### config.mk
export PLATFORM = sky130hd
export DESIGN_NAME = pixel_window_gen
export DESIGN_NICKNAME = d
export VERILOG_FILES = /design/src/rtl/pixel_window_gen.sv
export SDC_FILE = /design/constraint.sdc
export NUM_CORES = 1
export LEC_CHECK = 0
export BUFFER_PORTS_ARGS = -buffer_cell sky130_fd_sc_hd__buf_2
export CAP_MARGIN = 5
export CORE_MARGIN = 2
export CORE_UTILIZATION = 65
export DETAILED_ROUTE_END_ITERATION = 8
export GPL_TIMING_DRIVEN = 0
export MAX_ROUTING_LAYER = met4
export PLACE_DENSITY_LB_ADDON = 0.2
export SETUP_SLACK_MARGIN = 0.15
export SKIP_LAST_GASP = 1
export SYNTH_ARGS = -nofsm -noshare
export SYNTH_HDL_FRONTEND = slang
export SYNTH_SLANG_ARGS = --single-unit
### constraint.sdc
create_clock -name clk -period 7.1 [get_ports clk]
set_input_delay 1.065 -clock clk [delete_from_list [all_inputs] [get_ports clk]]
set_output_delay 1.065 -clock clk [all_outputs]
set_load 0.01 [all_outputs]
### src/rtl/pixel_window_gen.sv
// Raster-to-window converter: buffers one IMG_DIM x IMG_DIM image, then emits
// every 2x2 window {TL, TR, BL, BR} over a valid/ready handshake.
module pixel_window_gen #(
    parameter int IMG_DIM = 3,
    parameter int PIX_W   = 8
) (
    input  logic               clk,
    input  logic               rst,
    input  logic [PIX_W-1:0]   pix_in,
    input  logic               pix_valid,
    input  logic               pix_sof,
    output logic               pix_ready,
    output logic [4*PIX_W-1:0] pixels,
    output logic               win_valid,
    input  logic               win_ready,
    output logic               win_last,
    output logic               frame_err
);

    localparam int N      = IMG_DIM * IMG_DIM;
    localparam int M      = IMG_DIM - 1;
    localparam int W      = M * M;
    localparam int CNT_W  = $clog2(N + 1);
    localparam int WIDX_W = $clog2(W + 1);
    localparam int IDX_W  = $clog2(N);
    localparam int COL_W  = $clog2(M + 1);

    localparam logic [CNT_W-1:0]  CNT_LAST  = CNT_W'(N - 1);
    localparam logic [WIDX_W-1:0] WIDX_LAST = WIDX_W'(W - 1);
    localparam logic [COL_W-1:0]  COL_LAST  = COL_W'(M - 1);
    localparam logic [IDX_W-1:0]  OFF_TR    = IDX_W'(1);
    localparam logic [IDX_W-1:0]  OFF_BL    = IDX_W'(IMG_DIM);
    localparam logic [IDX_W-1:0]  OFF_BR    = IDX_W'(IMG_DIM + 1);

    // IDLE is the single post-reset cycle in which pix_ready stays low.
    typedef enum logic [1:0] {
        ST_IDLE,
        ST_LOAD,
        ST_EMIT
    } state_t;

    state_t             state_q, state_d;
    logic [CNT_W-1:0]   cnt_q, cnt_d;
    logic [WIDX_W-1:0]  widx_q, widx_d;
    logic [COL_W-1:0]   col_q, col_d;
    logic [IDX_W-1:0]   addr_q, addr_d;
    logic               synced_q, synced_d;
    logic               frame_err_q, frame_err_d;

    logic               wr_en;
    logic [IDX_W-1:0]   wr_idx;
    logic [IDX_W-1:0]   idx_tr, idx_bl, idx_br;

    logic [PIX_W-1:0]   pix_buf_q [N];

    always_comb begin
        state_d     = state_q;
        cnt_d       = cnt_q;
        widx_d      = widx_q;
        col_d       = col_q;
        addr_d      = addr_q;
        synced_d    = synced_q;
        frame_err_d = 1'b0;
        wr_en       = 1'b0;
        wr_idx      = IDX_W'(cnt_q);

        case (state_q)
            ST_IDLE: begin
                state_d = ST_LOAD;
                cnt_d   = '0;
            end
            ST_LOAD: begin
                if (pix_valid) begin
                    if (pix_sof) begin
                        // A start-of-frame always restarts the image at buf[0].
                        wr_en       = 1'b1;
                        wr_idx      = '0;
                        cnt_d       = CNT_W'(1);
                        synced_d    = 1'b1;
                        frame_err_d = (cnt_q != '0);
                    end else if (synced_q) begin
                        wr_en = 1'b1;
                        if (cnt_q == CNT_LAST) begin
                            state_d = ST_EMIT;
                            cnt_d   = '0;
                            widx_d  = '0;
                            col_d   = '0;
                            addr_d  = '0;
                        end else begin
                            cnt_d = cnt_q + CNT_W'(1);
                        end
                    end
                end
            end
            ST_EMIT: begin
                if (win_ready) begin
                    if (widx_q == WIDX_LAST) begin
                        state_d = ST_LOAD;
                        cnt_d   = '0;
                    end else begin
                        widx_d = widx_q + WIDX_W'(1);
                        // Stepping past the row end skips the last column's anchor.
                        if (col_q == COL_LAST) begin
                            col_d  = '0;
                            addr_d = addr_q + IDX_W'(2);
                        end else begin
                            col_d  = col_q + COL_W'(1);
                            addr_d = addr_q + IDX_W'(1);
                        end
                    end
                end
            end
            default: state_d = ST_IDLE;
        endcase
    end

    always_ff @(posedge clk) begin
        if (!rst) begin
            state_q     <= ST_IDLE;
            cnt_q       <= '0;
            widx_q      <= '0;
            col_q       <= '0;
            addr_q      <= '0;
            synced_q    <= 1'b0;
            frame_err_q <= 1'b0;
        end else begin
            state_q     <= state_d;
            cnt_q       <= cnt_d;
            widx_q      <= widx_d;
            col_q       <= col_d;
            addr_q      <= addr_d;
            synced_q    <= synced_d;
            frame_err_q <= frame_err_d;
        end
    end

    always_ff @(posedge clk) begin
        if (wr_en) begin
            pix_buf_q[wr_idx] <= pix_in;
        end
    end

    always_comb begin
        idx_tr    = addr_q + OFF_TR;
        idx_bl    = addr_q + OFF_BL;
        idx_br    = addr_q + OFF_BR;
        pix_ready = (state_q == ST_LOAD);
        win_valid = (state_q == ST_EMIT);
        win_last  = win_valid && (widx_q == WIDX_LAST);
        frame_err = frame_err_q;
        pixels    = '0;
        if (win_valid) begin
            pixels = {pix_buf_q[addr_q], pix_buf_q[idx_tr],
                      pix_buf_q[idx_bl], pix_buf_q[idx_br]};
        end
    end

endmodule

Word-level counts from Yosys, hierarchy flattened
Memories as Yosys holds them, arrays and structs flattened. A register that Yosys moved wholly into a read port is not among the register bits.
Cells that the tools add are included.

word-level totals
  output and inout port bits = 36
  register bits after elaboration = 17
  memory bits (writable) = 72
  logic and storage cells = 87
  memories kept = 1

cells by class
  eq/ne operators = 13
  reductions and logical operators = 10
  add/subtract/negate cells = 7
  multiplexer cells = 49

memories
  memory     depth  width  read ports  clocked after memory_dff  write ports  RTL line  source
  pix_buf_q  9      8      4           1                         1            54        logic [PIX_W-1:0] pix_buf_q [N];

operators by type and width
  cell                                                                      count
  4-bit 2-to-1 mux                                                          18
  32-bit 2-to-1 mux                                                         1
  2-bit 2-to-1 mux                                                          13
  3-bit 2-to-1 mux                                                          6
  4-bit one-hot mux with 3 select lines                                     1
  4-bit by 1-bit adder with 4-bit output (second input constant)            2
  4-bit by 2-bit adder with 4-bit output (second input constant)            2
  2-bit by 1-bit inequality test with 1-bit output (second input constant)  4
  4-bit one-hot mux with 2 select lines                                     1
  7-bit AND reduction                                                       1
  1-bit 2-to-1 mux                                                          6
  2-bit inequality test (second input constant)                             3
  2-bit one-hot mux with 3 select lines                                     1
  3-bit one-hot mux with 2 select lines                                     1
  6-bit AND reduction                                                       1
  5-bit AND reduction                                                       1
  4-bit by 3-bit adder with 4-bit output (second input constant)            1
  2-bit by 1-bit equality test with 1-bit output (second input constant)    2
  4-bit equality test (second input constant)                               1
  2-bit one-hot mux with 2 select lines                                     1
  4-bit AND reduction                                                       1
  4-bit nonzero test                                                        1
  3-bit by 1-bit adder with 3-bit output (second input constant)            1
  3-bit by 2-bit equality test with 1-bit output (second input constant)    1
  8 further kinds                                                           8

Logic depth before layout (Yosys ltp)
Gate-level depths: netlist (run 1).

  depth after elaboration = 8
  depth in mapped cells = 12

Worst setup path before layout (run 1)
No wires, ideal clock.

  kind = register -> output
  start = register addr_q[0]
  end = output port pixels[22]
  data arrival time = 2,524 ps
  required time = 6,035 ps
  slack = 3,511 ps
  stages on the path, launching flop included = 13
  buffers on the path = 7
  path through = dfxtp_1 buf_4 buf_6 buf_4 buf_4 inv_1 ha_1 buf_2 buf_2 buf_4 mux4_2 nand2_1 a31oi_1

on the way
  longest elaborated chain between the ends = 3

RTL lines
  what                                    RTL line  source
  start, declared                         46        logic [IDX_W-1:0] addr_q, addr_d;
  start signal, assigned                  131       addr_q <= addr_d;
  4-bit by 1-bit adder with 4-bit output  144       idx_tr = addr_q + OFF_TR;
  memory 9 x 8 bit                        n/a
  32-bit 2-to-1 mux                       152       if (win_valid) begin
  end, declared                           13        output logic [4*PIX_W-1:0] pixels,

No other way between the ends.

Worst setup path after layout (run 1)
  start = register addr_q[0]
  end = output port pixels[12]

on the way
  longest elaborated chain between the ends = 3

RTL lines
  what                                    RTL line  source
  4-bit by 2-bit adder with 4-bit output  145       idx_bl = addr_q + OFF_BL;
  memory 9 x 8 bit                        n/a
  32-bit 2-to-1 mux                       152

No other way between the ends.

==> results of run 1 <==
==> power groups by stage <==
stage                     Clock [mW]  Combinational, mW  Sequential (mW)
after floorplan                    0             0.0168            0.603
after CTS                      0.317             0.0300            0.592
after global routing           0.339             0.0335            0.592
after global placement             0             0.0285            0.604
final                          0.320             0.0307            0.592
after detailed placement           0             0.0299            0.604
==> cell families (layout without fill, tap and decap cells) <==
group / after synthesis / after routing / synth area share, %
fa+ha+maj: 8 / 8 / 1.77
simple gates: 86 / 86 / 7.17
mux: 89 / 89 / 30.0
buf+inv: 42 / 105 / 3.80
xor+xnor: 6 / 6 / 0.927
compound gates: 108 / 108 / 10.7
flops: 93 / 93 / 45.6
==> Yosys cell counts (all sizes together) <==
| master | instances | area share (%) |
|---|---|---|
| a31oi | 20 | 2.2 |
| xor2 | 4 | 0.62 |
| buf | 24 | 2.6 |
| nand3 | 5 | 0.44 |
| o22ai | 1 | 0.11 |
| and3b | 2 | 0.31 |
| o211a | 1 | 0.18 |
| nor4b | 1 | 0.15 |
| nor3 | 3 | 0.26 |
| a211oi | 4 | 0.53 |
| a21boi | 1 | 0.13 |
| o21ai | 43 | 3.8 |
| or4 | 1 | 0.13 |
| nor4 | 1 | 0.11 |
| nand2b | 6 | 0.66 |
| mux2i | 16 | 2.8 |
| clkbuf | 8 | 0.53 |
| clkinv | 1 | 0.066 |
| o21a | 1 | 0.13 |
| edfxtp | 72 | 38 |
| o211ai | 1 | 0.13 |
| nand2 | 38 | 2.5 |
| nor2b | 1 | 0.11 |
| and2 | 2 | 0.22 |
| xnor2 | 2 | 0.31 |
| and4bb | 1 | 0.22 |
| dfxtp | 21 | 7.4 |
| inv | 9 | 0.60 |
| ha | 8 | 1.8 |
| and2b | 1 | 0.13 |
| a21oi | 33 | 3.0 |
| mux2 | 9 | 1.8 |
| nor2 | 20 | 1.3 |
| and3 | 1 | 0.11 |
| o22a | 1 | 0.15 |
| mux4 | 64 | 25 |
| a22oi | 1 | 0.13 |
| nand4b | 3 | 0.46 |
| o311a | 1 | 0.18 |
==> cell type report <==
cell class              instances  share of cell area [%]
clock buffers                  11                    2.12
plain buffers                  32                    2.86
well taps                     108                    2.18
flip-flops and latches         93                    41.6
clock inverters                 5                   0.585
multi-input cells             297                    46.2
repair buffers                 47                    3.79
inverters                      10                   0.605
==> worst reg2reg max path, stage by stage (launching register included) <==
cell                      delay, ns
sky130_fd_sc_hd__dfxtp_1       0.35
sky130_fd_sc_hd__buf_4         0.24
sky130_fd_sc_hd__buf_6         0.23
sky130_fd_sc_hd__buf_4         0.26
sky130_fd_sc_hd__buf_4         0.26
sky130_fd_sc_hd__inv_1         0.08
sky130_fd_sc_hd__ha_1          0.29
sky130_fd_sc_hd__buf_2         0.25
sky130_fd_sc_hd__buf_2         0.41
sky130_fd_sc_hd__buf_4         0.31
sky130_fd_sc_hd__and2_0        0.15
sky130_fd_sc_hd__o21ai_0       0.10
sky130_fd_sc_hd__a21oi_1       0.14
==> sequential cells by signal, indices dropped and copies added, names as in the netlist, named ones only <==
name and flops:
synced_q 1, addr_q 4, state_q 2, cnt_q 4, widx_q 3, col_q 2, pix_buf_q 72, frame_err 1
==> per-layer routing <==
metal | up-vias | share of wire (%) | track usage, % | wire length [um]
li1 | 1840 | - | - | -
met1 | 2106 | 37 | 47.7 | 5870
met2 | 378 | 48 | 54.2 | 7660
met3 | 68 | 12 | 9.06 | 2000
met4 | 0 | 3.2 | 13.1 | 512
met5 | - | 0 | - | 0
==> stage by stage <==
stage / setup WS, ns / power [mW] / util (%)
detailed placement: 2.73 / 0.634 / 70.3
finish: 2.20 / 0.943 / 72.2
global placement: 2.73 / 0.633 / 70.3
floorplan: 3.51 / 0.620 / -
global route: 2.05 / 0.965 / 72.2
CTS: 2.31 / 0.939 / 72.2
==> worst paths after layout <==
check             depth (start not counted)                      to  slack, ns
setup / recovery                         13              pixels[12]       2.20
hold / removal                            1   col_q[1]$_SDFFE_PN0P_       0.46
hold reg to reg                           1   col_q[1]$_SDFFE_PN0P_       0.46
setup reg to reg                         12  addr_q[1]$_SDFFE_PN0P_       3.96
==> flow_summary.json, run 1 <==
{
  "run_status": "completed",
  "routed_wire_length_per_instance_um": 26.6,
  "synthToLayoutAreaGrowth_pct": 9.49,
  "worstSetupPathType": "reg2out",
  "rsz_0062_raised_after_global_routing": "false",
  "worstPathCellList": "buf_4 -> buf_6 -> buf_4 -> buf_4 -> inv_1 -> ha_1 -> buf_2 -> buf_2 -> buf_4 -> mux4_2 -> nand2_1 -> a31oi_1 -> buf_2",
  "ys.warnings.count": 0,
  "kind_of_end_point_of_the_critical_path": "primary output",
  "grt_start_max_net_pins": 16,
  "critical_path_buf_inv_count": 9,
  "setup.worst_path.start": "addr_q[0]$_SDFFE_PN0P_",
  "yosysUniqueCellTypes": 44,
  "mostFrequentLayoutCell": "sky130_fd_sc_hd__edfxtp_1",
  "detailed_place.area_sq_mm": 0.00604,
  "final_design_area_no_fill_sq_mm": 0.00621,
  "routed-via-count": 4392,
  "number_of_register_bits_inferred_by_synthesis": 93,
  "power_switching_mw": 0.215,
  "cp_slowest_cell": "sky130_fd_sc_hd__buf_2",
  "place.port_buffers": 47,
  "clock_latency_ns": 0.38,
  "fin_tns_setup_ns": 0,
  "hold_path_startpoint": "col_q[1]$_SDFFE_PN0P_",
  "timing_worst_slew_pin_value_ns": 1.23,
  "clockPowerShare_pct": 34.0,
  "syn-mean-instance-area_sq_um": 13.1,
  "finished_layout_cells": 603,
  "row_count": 34,
  "placed_cells": 587,
  "post-route-period-util_pct": 69.0,
  "floorplan.die_area_sq_mm": 0.00948,
  "combPwrFrac_pct": 3.3,
  "routed_wl_um": 16000,
  "post_route_cells_drive_above_1_share_pct": 31.9,
  "worst_ep_required_time_ns": 6.03,
  "fmax_ghz": 0.204,
  "tritoncts_clock_tree": "yes",
  "final_global_route_overflow_total": 0,
  "first_pass_grt_wire_length_um": 24300,
  "drtIter0Drc": 612,
  "cts.hold.buffers_added": 0,
  "period_needed_ns": 4.90,
  "setup_viol": 0,
  "antenna_violations_before_repair": 0,
  "floorplan.initialDensity_pct": 66.0,
  "max-cap-violations": 0,
  "cell_family_with_the_largest_share_of_critical_path_delay": "buffers and inverters",
  "grt_usage_pct": 35.7,
  "core_area_sq_mm": 0.00859,
  "nets": 511,
  "post_cts_resized": 0,
  "place.gp.congestion": 0.938,
  "drcViolationCount": 0,
  "post_synth_instance_area_sq_mm": 0.00567,
  "share_seq_of_total_power_pct": 62.8,
  "cts.sink_count": 93,
  "smallest_hold_slack_ns": 0.462,
  "max-vdd-ir-drop_mv": 0.129,
  "syn-instance-count": 432,
  "routed_via_density": 7.28,
  "area.sequential_sq_mm": 0.00258,
  "ys_seq_area_share_pct": 45.6,
  "clk_root_buffer_cell": "sky130_fd_sc_hd__clkbuf_8",
  "via_count_of_the_first_global_routing_pass": 4350,
  "critPathLaunchType": "register",
  "die-height_um": 97.4,
  "mappedNetlistNets": 453,
  "cts_htree_levels": 3,
  "p_sw_share_pct": 22.8,
  "power_leakage_nw": 2.06,
  "num_cts_buffers": 9,
  "filler_cell_count": 582,
  "slew_headroom_pct": 17.5,
  "num_antenna_cells": 0,
  "cell_internal_pwr_mw": 0.728,
  "worst_r2r_startpoint": "addr_q[0]$_SDFFE_PN0P_",
  "critical_path.max_fanout": 10,
  "drtPass1Iterations": 5,
  "clk_pin_slew_worst_paths_ns": 0.10,
  "multi_input_comb_area_sq_mm": 0.00287,
  "power_per_cell_area_mw_per_mm2": 152,
  "cts_setup_buffers": 0,
  "die_width_um": 97.4,
  "arr_time_crit_path_ns": 3.83,
  "critical-path-top-cell-by-count": "sky130_fd_sc_hd__buf_4",
  "hpwl_after_dpl_um": 10500,
  "max_slew_violation_count": 0,
  "most-common-layout-cells": "72 x sky130_fd_sc_hd__edfxtp_1, 64 x sky130_fd_sc_hd__mux4_2, 60 x sky130_fd_sc_hd__buf_2, 43 x sky130_fd_sc_hd__o21ai_0, 38 x sky130_fd_sc_hd__nand2_1",
  "number_of_placed_i_o_pins": 49,
  "timing.critical_path.slowest_cell_delay_ns": 0.41,
  "endpoints_failing_hold": 0,
  "ant_nets": 0,
  "holdCritPathClass": "reg2reg",
  "cts.path.max_buffers": 2,
  "final.setup_skew_ns": 0.0177
}
Power figures use the tool's default switching activity.
==> run 2: changes to the inputs <==
--- a/config.mk
+++ b/config.mk
@@ -8,7 +8,7 @@
 export BUFFER_PORTS_ARGS = -buffer_cell sky130_fd_sc_hd__buf_2
 export CAP_MARGIN = 5
 export CORE_MARGIN = 2
-export CORE_UTILIZATION = 65
+export CORE_UTILIZATION = 55
 export DETAILED_ROUTE_END_ITERATION = 8
 export GPL_TIMING_DRIVEN = 0
 export MAX_ROUTING_LAYER = met4
==> constraint.sdc (replaced) <==
create_clock -name clk -period 4.1 [get_ports clk]
set_input_delay 0.615 -clock clk [delete_from_list [all_inputs] [get_ports clk]]
set_output_delay 0.615 -clock clk [all_outputs]
set_load 0.01 [all_outputs]
==> run 2 against run 1 <==
Net effect: clock power is 100% higher; flip-flop and latch count did not move; routed wire length grew 1.2%; global-route usage down 4.0 points; clock-buffer cell count is 2 higher; cell area rose by 2.7%; non-clock buffer count unchanged; sequential power increased by 72%; total power increased by 82%; critical endpoint is now pixels[8]; setup slack lost 1.9 ns.
==> flow_summary.json, run 2 (synthesis results as in run 1) <==
{
  "endpoints_failing_hold": 0,
  "core_area_sq_mm": 0.0102,
  "routed-via-count": 4348,
  "synthToLayoutAreaGrowth_pct": 12.4,
  "grt_start_max_net_pins": 15,
  "drcViolationCount": 0,
  "critical_path_buf_inv_count": 9,
  "fmax_ghz": 0.263,
  "timing_worst_slew_pin_value_ns": 1.31,
  "min_delay_worst_endpoint": "col_q[1]$_SDFFE_PN0P_",
  "worst_ep_required_time_ns": 3.48,
  "via_count_of_the_first_global_routing_pass": 4270,
  "grt_usage_pct": 31.7,
  "worstSetupPathType": "reg2out",
  "first_pass_grt_wire_length_um": 24600,
  "holdCritPathClass": "reg2reg",
  "max_flop_register": "pix_buf_q",
  "routed_wire_length_per_instance_um": 25.7,
  "power_per_cell_area_mw_per_mm2": 270,
  "largest_registers": "pix_buf_q x72, addr_q x4, cnt_q x4",
  "period_needed_ns": 3.80,
  "arr_time_crit_path_ns": 3.19,
  "preCtsSetupSlack_ns": 0.117,
  "die_width_um": 106,
  "setup_viol": 0,
  "num_antenna_cells": 0,
  "nets": 511,
  "drtPass1Iterations": 5,
  "critical_path.max_fanout": 10,
  "ant_nets": 0,
  "timing.critical_path.slowest_cell_delay_ns": 0.36,
  "cts.path.max_buffers": 2,
  "clk_root_buffer_cell": "sky130_fd_sc_hd__clkbuf_8",
  "worst_r2r_startpoint": "addr_q[0]$_SDFFE_PN0P_",
  "clk_pin_slew_worst_paths_ns": 0.09,
  "cell_family_with_the_largest_share_of_critical_path_delay": "buffers and inverters",
  "cts.sink_count": 93,
  "run_status": "completed",
  "most-common-layout-cells": "72 x sky130_fd_sc_hd__edfxtp_1, 64 x sky130_fd_sc_hd__mux4_2, 57 x sky130_fd_sc_hd__buf_2, 43 x sky130_fd_sc_hd__o21ai_0, 38 x sky130_fd_sc_hd__nand2_1",
  "reg2reg_slack_ns": 1.49,
  "finished_layout_cells": 631,
  "place.gp.congestion": 0.965,
  "grt_busiest_layer": "met2",
  "power_leakage_nw": 2.12,
  "setup.worst_path.start": "addr_q[0]$_SDFFE_PN0P_",
  "row_count": 37,
  "r2r_cells": 12,
  "hold_path_startpoint": "col_q[1]$_SDFFE_PN0P_",
  "kind_of_end_point_of_the_critical_path": "primary output",
  "max_slew_violation_count": 0,
  "worstPathCellList": "buf_6 -> buf_8 -> buf_6 -> buf_6 -> inv_1 -> ha_1 -> buf_4 -> buf_12 -> buf_6 -> mux4_2 -> nand2_1 -> a31oi_2 -> buf_2",
  "routed_via_density": 6.89,
  "area.sequential_sq_mm": 0.00258,
  "fin_tns_setup_ns": 0,
  "drtIter0Drc": 439,
  "slew_headroom_pct": 12.3,
  "cts_htree_levels": 3,
  "placed_cells": 615,
  "max-vdd-ir-drop_mv": 0.204,
  "regToRegEndpoint": "addr_q[1]$_SDFFE_PN0P_",
  "critPathLaunchType": "register",
  "global_route.usage.met2_pct": 47.8,
  "clock_latency_ns": 0.37,
  "hold_depth": 1,
  "gr-usage-met3_pct": 9.03,
  "max-cap-violations": 0,
  "num_cts_buffers": 9,
  "floorplan.initialDensity_pct": 55.7,
  "number_of_placed_i_o_pins": 49,
  "floorplan.die_area_sq_mm": 0.0111,
  "tritoncts_clock_tree": "yes",
  "mostFrequentLayoutCell": "sky130_fd_sc_hd__edfxtp_1",
  "routed_wl_um": 16200,
  "final.setup_skew_ns": 0.0114,
  "post-route-period-util_pct": 92.8,
  "die-height_um": 106,
  "filler_cell_count": 764,
  "critical-path-top-cell-by-count": "sky130_fd_sc_hd__buf_6",
  "multi_input_comb_area_sq_mm": 0.00291,
  "grt_util_met1_pct": 41.1,
  "place.port_buffers": 47,
  "rsz_0062_raised_after_global_routing": "false",
  "hpwl_after_dpl_um": 10800,
  "cp_slowest_cell": "sky130_fd_sc_hd__dfxtp_1",
  "postLayoutSetupSlackWorst_ns": 0.295,
  "post_route_cells_drive_above_1_share_pct": 33.1,
  "max_ffs_per_register": 72,
  "cts.hold.buffers_added": 0,
  "final_global_route_overflow_total": 0,
  "antenna_violations_before_repair": 0
}
-- run 2: power breakdown --
group / leakage (nW) / internal (mW) / switching [mW]
sequential: 0.818 / 1.02 / 0.00589
combinational: 1.18 / 0.0192 / 0.0327
clock: 0.119 / 0.324 / 0.318
total: 2.12 / 1.36 / 0.356
-- run 2: layout make-up --
type / instances / share of cell area [%]
Clock inverter: 3 / 0.216
Clock buffer: 13 / 3.16
Timing Repair Buffer: 47 / 3.69
Buffer: 32 / 3.46
Tap cell: 136 / 2.67
Inverter: 10 / 0.589
Sequential cell: 93 / 40.5
Multi-Input combinational cell: 297 / 45.7
-- run 2: through the flow --
step	utilization [%]	instance area (sq um)	total power [mW]	hold slack (ns)
final	62.6	6370	1.72	0.463
after global routing	62.6	6370	1.77	0.480
after detailed placement	59.6	6070	1.10	0.449
after global placement	59.6	6070	1.10	0.440
after floorplan	-	5670	1.07	0.436
after CTS	62.2	6330	1.72	0.462
-- run 2: how the worst max path moves through the flow --
stage	to	slack, ns	cells past startpoint
finish	pixels[8]	0.30	13
CTS	pixels[15]	0.19	10
global placement	pixels[12]	0.14	13
detailed placement	pixels[12]	0.12	13
global route	pixels[8]	0.16	13
floorplan	pixels[22]	0.96	12
-- run 2: worst register-to-register path, stage by stage (launching register included) --
cell and delay (ns):
sky130_fd_sc_hd__dfxtp_1 0.36, sky130_fd_sc_hd__buf_6 0.20, sky130_fd_sc_hd__buf_8 0.20, sky130_fd_sc_hd__buf_6 0.20, sky130_fd_sc_hd__buf_6 0.19, sky130_fd_sc_hd__inv_1 0.08, sky130_fd_sc_hd__ha_1 0.29, sky130_fd_sc_hd__buf_4 0.20
sky130_fd_sc_hd__buf_12 0.18, sky130_fd_sc_hd__buf_6 0.17, sky130_fd_sc_hd__and2_0 0.14, sky130_fd_sc_hd__o21ai_0 0.20, sky130_fd_sc_hd__a21oi_1 0.10
-- run 2: timing repair --
| item | CTS | global route |
|---|---|---|
| resized for setup | 10 | 8 |
| endpoints found under the setup margin | 16 | 16 |
| cloned | 0 | 0 |
| setup buffers | 0 | 0 |
-- run 2: metal layers --
layer,up-vias,wire [um]
met5,-,0
met4,0,591
met3,60,2230
met2,317,7480
met1,2126,5930
li1,1845,-
==> run 3: changes to the inputs <==
--- a/config.mk
+++ b/config.mk
@@ -10,7 +10,6 @@
 export CORE_MARGIN = 2
 export CORE_UTILIZATION = 55
 export DETAILED_ROUTE_END_ITERATION = 8
-export GPL_TIMING_DRIVEN = 0
 export MAX_ROUTING_LAYER = met4
 export PLACE_DENSITY_LB_ADDON = 0.2
 export SETUP_SLACK_MARGIN = 0.15
==> run 3 against run 2 <==
Net effect: via count decreased by 5.6%; critical path depth decreased by 5; sequential share of layout area increased by 1.1 points; total power decreased by 5.6%; clock power decreased by 15%; cell area decreased by 2.7%; non-clock buffer count decreased by 13; final cell count decreased by 2.1%; critical path type unchanged; highest routed layer unchanged.
==> flow_summary.json, run 3 (synthesis results as in run 1) <==
{
  "largest_registers": "pix_buf_q x72, addr_q x4, cnt_q x4",
  "nets": 498,
  "die_width_um": 106,
  "via_count_of_the_first_global_routing_pass": 3909,
  "cts.path.max_buffers": 2,
  "grt_usage_pct": 27.4,
  "regToRegEndpoint": "pix_buf_q[6][0]$_DFFE_PP_",
  "routed-via-count": 4106,
  "mostFrequentLayoutCell": "sky130_fd_sc_hd__edfxtp_1",
  "tritoncts_clock_tree": "yes",
  "post_route_cells_drive_above_1_share_pct": 32.4,
  "finished_layout_cells": 618,
  "endpoints_failing_hold": 0,
  "row_count": 37,
  "final.setup_skew_ns": 0.0199,
  "period_needed_ns": 3.48,
  "final_global_route_overflow_total": 0,
  "setup.worst_path.start": "addr_q[1]$_SDFFE_PN0P_",
  "setup_viol": 0,
  "run_status": "completed",
  "cts_htree_levels": 3,
  "reg2reg_slack_ns": 1.76,
  "core_area_sq_mm": 0.0102,
  "max_flop_register": "pix_buf_q",
  "kind_of_end_point_of_the_critical_path": "primary output",
  "die-height_um": 106,
  "combPwrFrac_pct": 3.3,
  "clockPowerShare_pct": 33.6,
  "timing_worst_slew_pin_value_ns": 1.19,
  "max-vdd-ir-drop_mv": 0.324,
  "floorplan.die_area_sq_mm": 0.0111,
  "power_switching_mw": 0.364,
  "drcViolationCount": 0,
  "fin_tns_setup_ns": 0,
  "num_cts_buffers": 9,
  "postLayoutSetupSlackWorst_ns": 0.618,
  "p_sw_share_pct": 22.4,
  "cell_internal_pwr_mw": 1.26,
  "antenna_violations_before_repair": 0,
  "routed_wire_length_per_instance_um": 23.2,
  "place.port_buffers": 48,
  "rsz_0062_raised_after_global_routing": "false",
  "cts_setup_buffers": 0,
  "r2r_cells": 3,
  "place.gp.congestion": 0.907,
  "max_slew_violation_count": 0,
  "num_antenna_cells": 0,
  "grt_start_max_net_pins": 36,
  "worst_ep_required_time_ns": 3.48,
  "clk_root_buffer_cell": "sky130_fd_sc_hd__clkbuf_8",
  "post_cts_resized": 0,
  "max-cap-violations": 0,
  "preCtsSetupSlack_ns": 1.07,
  "drtPass1Iterations": 5,
  "routed_wl_um": 14300,
  "power_per_cell_area_mw_per_mm2": 261,
  "arr_time_crit_path_ns": 2.87,
  "worst_r2r_startpoint": "state_q[0]$_SDFFE_PN0P_",
  "post-route-period-util_pct": 84.9,
  "first_pass_grt_wire_length_um": 21900,
  "most-common-layout-cells": "72 x sky130_fd_sc_hd__edfxtp_1, 64 x sky130_fd_sc_hd__mux4_2, 48 x sky130_fd_sc_hd__buf_2, 43 x sky130_fd_sc_hd__o21ai_0, 38 x sky130_fd_sc_hd__nand2_1",
  "slew_headroom_pct": 20.5,
  "clk_pin_slew_worst_paths_ns": 0.09,
  "utilization_pct": 60.9,
  "placed_cells": 602,
  "fmax_ghz": 0.287,
  "holdCritPathClass": "reg2reg",
  "floorplan.initialDensity_pct": 55.7,
  "power_leakage_nw": 2.04,
  "drtIter0Drc": 349,
  "max_ffs_per_register": 72,
  "worstSetupPathType": "reg2out",
  "cts.sink_count": 93,
  "number_of_placed_i_o_pins": 49,
  "hpwl_after_dpl_um": 9930,
  "ant_nets": 0,
  "share_seq_of_total_power_pct": 63.2,
  "clock_latency_ns": 0.38,
  "worstSetupEndpoint": "pixels[10]",
  "cts.hold.buffers_added": 0,
  "critical_path.max_fanout": 11,
  "routed_via_density": 6.64,
  "synthToLayoutAreaGrowth_pct": 9.45,
  "critPathLaunchType": "register"
}
## run 3: final cells by class
class	count	area (sq um)
Fill cell	805	3980
Multi-Input combinational cell	297	2870
Sequential cell	93	2580
Timing Repair Buffer	66	375
Tap cell	136	170
Clock buffer	10	128
Clock inverter	6	38.8
Inverter	10	37.5
## run 3: per-layer routing
layer	vias to the layer above	share of wire, %	GRT usage, %
met2	216	51	43.8
met3	24	8.4	3.09
met1	2050	38	36.4
li1	1816	-	-
met5	-	0	-
met4	0	2.6	10.7
## run 3: how the worst min path moves through the flow
stage,start,to,depth (start not counted)
2_1_floorplan,col_q[1]$_SDFFE_PN0P_,col_q[1]$_SDFFE_PN0P_,1
3_3_place_gp,col_q[1]$_SDFFE_PN0P_,col_q[1]$_SDFFE_PN0P_,1
3_5_place_dp,col_q[1]$_SDFFE_PN0P_,col_q[1]$_SDFFE_PN0P_,1
4_1_cts,col_q[1]$_SDFFE_PN0P_,col_q[1]$_SDFFE_PN0P_,1
5_1_grt,col_q[1]$_SDFFE_PN0P_,col_q[1]$_SDFFE_PN0P_,1
6_report,col_q[1]$_SDFFE_PN0P_,col_q[1]$_SDFFE_PN0P_,1
## run 3: stage by stage
| stage | hold WS, ns | area, sq um | total power, mW |
|---|---|---|---|
| 4_1_cts | 0.485 | 6200 | 1.62 |
| 3_3_place_gp | 0.445 | 6040 | 1.10 |
| 2_1_floorplan | 0.436 | 5670 | 1.07 |
| 6_report | 0.482 | 6200 | 1.62 |
| 5_1_grt | 0.502 | 6200 | 1.67 |
| 3_5_place_dp | 0.466 | 6040 | 1.10 |
## run 3: critical path: stages, from the launching register on
cell and delay [ns]:
sky130_fd_sc_hd__dfxtp_1 0.47, sky130_fd_sc_hd__buf_4 0.27, sky130_fd_sc_hd__ha_1 0.24, sky130_fd_sc_hd__a21oi_2 0.05, sky130_fd_sc_hd__xor2_1 0.69, sky130_fd_sc_hd__buf_4 0.27
sky130_fd_sc_hd__o21ai_0 0.10, sky130_fd_sc_hd__a31oi_1 0.24, sky130_fd_sc_hd__buf_2 0.16
## run 3: power groups by stage
stage                     Clock (mW)  Sequential, mW  Combinational, mW
after CTS                      0.547            1.02             0.0522
after global placement             0            1.05             0.0504
after floorplan                    0            1.04             0.0292
after detailed placement           0            1.05             0.0522
final                          0.544            1.02             0.0528
after global routing           0.589            1.03             0.0579
